`src/rtl/arb_pkg.sv`:
```
// Shared constants and FSM encoding for the 4-way round-robin request arbiter.
package arb_pkg;

  localparam int NUM_REQ          = 4;
  localparam int IDX_W            = 2;
  localparam int MAX_HOLD_DEFAULT = 8;
  localparam int HOLD_W           = 8;

  typedef enum logic [0:0] {
    IDLE  = 1'b0,
    GRANT = 1'b1
  } state_t;

endpackage

```
`src/rtl/encoder_4x2.sv`:
```
// One-hot to binary encoder; an all-zero input encodes to index 0.
module encoder_4x2
  import arb_pkg::*;
(
  input  logic [NUM_REQ-1:0] onehot,
  output logic [IDX_W-1:0]   idx
);

  logic [IDX_W-1:0] contrib [NUM_REQ];

  for (genvar gi = 0; gi < NUM_REQ; gi++) begin : g_contrib
    assign contrib[gi] = onehot[gi] ? IDX_W'(gi) : '0;
  end

  always_comb begin
    idx = '0;
    for (int i = 0; i < NUM_REQ; i++) begin
      idx = idx | contrib[i];
    end
  end

endmodule

```
`src/rtl/req_arbiter_4.sv`:
```
// Four-requester round-robin arbiter with bounded hold time and one idle
// cycle between consecutive grants.
module req_arbiter_4
  import arb_pkg::*;
#(
  parameter int MAX_HOLD = MAX_HOLD_DEFAULT
) (
  input  logic               clk,
  input  logic               rst,
  input  logic [NUM_REQ-1:0] req,
  input  logic               done,
  output logic [NUM_REQ-1:0] gnt,
  output logic [IDX_W-1:0]   gnt_idx,
  output logic               gnt_valid
);

  localparam logic [HOLD_W-1:0] HOLD_LIM = HOLD_W'(MAX_HOLD - 1);

  state_t             state_reg;
  logic [NUM_REQ-1:0] gnt_reg;
  logic [IDX_W-1:0]   gnt_idx_reg;
  logic               gnt_valid_reg;
  logic [HOLD_W-1:0]  hold_cnt_reg;
  logic [IDX_W-1:0]   last_reg;

  logic [IDX_W-1:0]   base;
  logic [NUM_REQ-1:0] rot_req;
  logic [NUM_REQ-1:0] rot_win;
  logic [IDX_W-1:0]   win_off;
  logic [IDX_W-1:0]   win_idx;
  logic [NUM_REQ-1:0] win_onehot;
  logic               release_now;

  // Rotate so the requester just after the last winner sits at bit 0.
  assign base = last_reg + IDX_W'(1);

  for (genvar gi = 0; gi < NUM_REQ; gi++) begin : g_rot
    localparam logic [IDX_W-1:0] OFF = IDX_W'(gi);
    assign rot_req[gi] = req[base + OFF];
  end

  assign rot_win = rot_req & (~rot_req + NUM_REQ'(1));

  encoder_4x2 u_enc (
    .onehot (rot_win),
    .idx    (win_off)
  );

  assign win_idx    = base + win_off;
  assign win_onehot = NUM_REQ'(1) << win_idx;

  assign release_now = done || !req[gnt_idx_reg] || (hold_cnt_reg == HOLD_LIM);

  always_ff @(posedge clk) begin
    if (rst) begin
      state_reg     <= IDLE;
      gnt_reg       <= '0;
      gnt_idx_reg   <= '0;
      gnt_valid_reg <= 1'b0;
      hold_cnt_reg  <= '0;
      last_reg      <= IDX_W'(NUM_REQ - 1);
    end else begin
      case (state_reg)
        IDLE: begin
          if (|req) begin
            state_reg     <= GRANT;
            gnt_reg       <= win_onehot;
            gnt_idx_reg   <= win_idx;
            gnt_valid_reg <= 1'b1;
            hold_cnt_reg  <= '0;
            last_reg      <= win_idx;
          end else begin
            gnt_reg       <= '0;
            gnt_valid_reg <= 1'b0;
          end
        end
        GRANT: begin
          if (release_now) begin
            state_reg     <= IDLE;
            gnt_reg       <= '0;
            gnt_valid_reg <= 1'b0;
          end else if (hold_cnt_reg != '1) begin
            hold_cnt_reg  <= hold_cnt_reg + HOLD_W'(1);
          end
        end
        default: begin
          state_reg     <= IDLE;
          gnt_reg       <= '0;
          gnt_valid_reg <= 1'b0;
        end
      endcase
    end
  end

  assign gnt       = gnt_reg;
  assign gnt_idx   = gnt_idx_reg;
  assign gnt_valid = gnt_valid_reg;

endmodule

```
`config.mk`:
```
export PLATFORM = sky130hd
export DESIGN_NAME = req_arbiter_4
export DESIGN_NICKNAME = d
export VERILOG_FILES = /design/src/rtl/arb_pkg.sv /design/src/rtl/encoder_4x2.sv /design/src/rtl/req_arbiter_4.sv
export SDC_FILE = /design/constraint.sdc
export NUM_CORES = 1
export LEC_CHECK = 0
export ABC_AREA = 1
export CAP_MARGIN = 20
export CORE_MARGIN = 1
export CORE_UTILIZATION = 50
export DETAILED_ROUTE_END_ITERATION = 12
export PLACE_DENSITY = 0.78
export SETUP_SLACK_MARGIN = 0.4
export SYNTH_ARGS = -nofsm -noshare
export SYNTH_HDL_FRONTEND = slang
export SYNTH_SLANG_ARGS = --single-unit
```
`constraint.sdc`:
```
create_clock -name clk -period 1.95 [get_ports clk]
set_input_delay 0.39 -clock clk [delete_from_list [all_inputs] [get_ports clk]]
set_output_delay 0.39 -clock clk [all_outputs]
set_load 0.005 [all_outputs]
```
==> results of run 1 <==
[synth_stat cells]
cell	n
inv_2	6
xor2_1	3
nor3_1	1
o21ai_2	1
a21oi_2	2
nand3_2	3
dfxtp_1	18
o21a_1	1
nor2_4	2
buf_4	1
inv_6	1
a21oi_1	14
nor2_1	15
o21ai_0	3
nand2_4	3
ha_1	2
o21bai_1	1
nand2_8	1
or2_4	1
nand2_2	3
nor2_2	2
o211ai_1	1
nand4_1	4
a31oi_1	1
a211o_1	1
clkbuf_4	1
buf_6	1
nand2_1	58
nand3_1	15
inv_1	11
nand3_4	1
[final cells by class]
type                            instances  area (um^2)
Multi-Input combinational cell        139          860
Inverter                               18         72.6
Timing Repair Buffer                   32          287
Clock buffer                            4         36.3
Fill cell                             160          563
Sequential cell                        18          380
Tap cell                               28         35.0
[worst max path at each step]
stage / from / depth (start not counted) / end / slack, ps
CTS: last_reg[0]$_SDFFE_PP1P_ / 14 / gnt_idx[1]$_SDFFE_PP0P_ / 130
detailed placement: req[2] / 12 / gnt[1]$_SDFFE_PP0P_ / -350
finish: last_reg[0]$_SDFFE_PP1P_ / 12 / gnt[2]$_SDFFE_PP0P_ / 50
global placement: req[0] / 13 / gnt[1]$_SDFFE_PP0P_ / -280
floorplan: last_reg[0]$_SDFFE_PP1P_ / 15 / gnt_idx[1]$_SDFFE_PP0P_ / 300
global route: last_reg[0]$_SDFFE_PP1P_ / 14 / gnt_idx[1]$_SDFFE_PP0P_ / -50
[repair_timing]
item,CTS,global route
endpoints found under the hold margin,0,0
resized for setup,18,33
pin swaps,4,22
buffers inserted,4,7
gates cloned,0,0
setup endpoints to repair,21,22
[power by group]
part / internal, W / switching [W]
clock network: 0.000114 / 0.000125
logic: 0.000647 / 0.000816
registers: 0.000477 / 0.0000891
[stage by stage]
step,cell area (um^2),std cells,utilization,hold WS (ps)
after floorplan,1220,178,-,453
after global placement,1420,224,0.635,450
after detailed placement,1420,224,0.635,459
after CTS,1500,232,0.673,489
after global routing,1670,239,0.748,493
final,1670,239,0.748,466
[logic make-up (layout without fill, tap and decap cells)]
group / Yosys count / in the layout / share of synthesized area
simple gates: 109 / 109 / 0.452
compound gates: 25 / 25 / 0.124
buf+inv: 21 / 54 / 0.0822
flops: 18 / 18 / 0.300
xor+xnor: 3 / 3 / 0.0219
fa+ha+maj: 2 / 2 / 0.0208
[critical path: stages (launching register included)]
cell and delay [ps]:
dfxtp_4 390, inv_6 90, nand2_1 90, nand2_1 120
nand2_2 90, a31oi_4 210, nor2_4 70, ha_4 160
xor2_2 170, nand3_2 150, nand2_4 110, nand2_1 50
a21oi_1 130
[routing by layer]
| metal | wire, um | GRT usage | share of wire |
|---|---|---|---|
| met3 | 219 | 0.0536 | 0.064 |
| met2 | 1730 | 0.417 | 0.50 |
| met4 | 87 | 0.139 | 0.025 |
| met1 | 1390 | 0.307 | 0.41 |
| met5 | 0 | 0 | 0 |
==> impl_metrics.env, run 1 <==
export IMPL_root_buffer="clkbuf_4"
export IMPL_cts_buffer_depth=2
export IMPL_outcome="finished clean"
export IMPL_r2r_start="last_reg[0]$_SDFFE_PP1P_"
export IMPL_drt_first_pass_iters=6
export IMPL_synth_top_cell_by_area="dfxtp_1"
export IMPL_grt_total_usage=0.254
export IMPL_num_rows=17
export IMPL_period_needed_ps=1900
export IMPL_worstPathArrival_ps=2150
export IMPL_worstMarginPinSlew_ps=480
export IMPL_ys_warn_count=0
export IMPL_grt_max_degree=12
export IMPL_antenna_found_initial=0
export IMPL_clkTransAtPathRegs_ps=100
export IMPL_dp_hpwl_um=2080
export IMPL_cts_buffers=3
export IMPL_drtAntennaViolNets=0
export IMPL_nets=221
export IMPL_drive_gt1_frac=0.379
export IMPL_avgSynthCellArea_um2=6.76
export IMPL_grt_ovfl_total=0
export IMPL_hold_buffers=0
export IMPL_power_w=0.00227
export IMPL_worstHoldPathCells=1
export IMPL_grt_pass1_wl_um=4930
export IMPL_mostFrequentLayoutCells="nand2_1, buf_4, nand2_2, nand3_1, a21oi_1"
export IMPL_worst_slew_margin_rel=0.679
export IMPL_cts_tree="built"
export IMPL_cts_sinks=18
export IMPL_hold_start="gnt_valid$_SDFFE_PP0P_"
export IMPL_critical_path_class="reg2reg"
export IMPL_wirelength_um=3430
export IMPL_holdPathEnd="gnt_valid$_SDFFE_PP0P_"
export IMPL_insertion_delay_ps=310
export IMPL_pin_count=14
export IMPL_slew_viol_final=0
export IMPL_via_per_inst=5.61
export IMPL_io_buffers=13
export IMPL_start_util=0.538
export IMPL_yosysSeqAreaShare=0.300
export IMPL_diodes=0
export IMPL_required_ps=2190
export IMPL_routedWlPerCell_um=14.3
export IMPL_synth_area_leaders="dfxtp_1, nand2_1, nand3_1, a21oi_1, nor2_1"
export IMPL_syn_nets=187
export IMPL_synth_cells=178
export IMPL_rsz0062_at_grt="yes"
export IMPL_fin_ws_ps=46.5
export IMPL_drc_errors=0
export IMPL_clock_skew_ps=2.49
export IMPL_reg2reg_depth=12
export IMPL_synth_cell_types=31
export IMPL_syn_to_final_growth_pct=38.9
export IMPL_first_global_vias=1165
export IMPL_largest_register_ffs=8
export IMPL_endpoint_kind="register"
export IMPL_rrSetupSlack_ps=50
export IMPL_crit_path_start_kind="register"
export IMPL_peakVddDrop_v=0.00114
export IMPL_ys_seq_elements=18
export IMPL_min_period_over_period=0.976
export IMPL_power_density_nw_per_um2=1360
export IMPL_drt_iter0_markers=56
export IMPL_cp_max_fo=9
export IMPL_r2r_end="gnt[2]$_SDFFE_PP0P_"
export IMPL_die_h_um=51.0
export IMPL_final_hold_violation_count=0
export IMPL_die_w_um=51.0
export IMPL_synth_top_area_share=0.300
export IMPL_num_vias=1340
export IMPL_netlist_area_um2=1200
export IMPL_layout_commonest_cell="nand2_1"
export IMPL_pre_cts_ws_ps=-350
export IMPL_cap_violations=0
export IMPL_timing_final_setup_violations=0
export IMPL_worstHoldPathType="reg2reg"
export IMPL_max_clock_freq_mhz=525
export IMPL_power_leakage_nw=0.782
export IMPL_fin_setup_tns_ps=0
export IMPL_dieArea_um2=2610
export IMPL_design_core_area_um2=2230
export IMPL_globalplace_congestion=0.930
export IMPL_h_tree_depth=1
Note: power is estimated with default switching activity, not from simulation.
==> inputs of run 2 (changes only) <==
CAP_MARGIN = not set   (was 20)
==> results of run 2 <==
The final DEF is identical to that of run 1; final timing and power are the same.
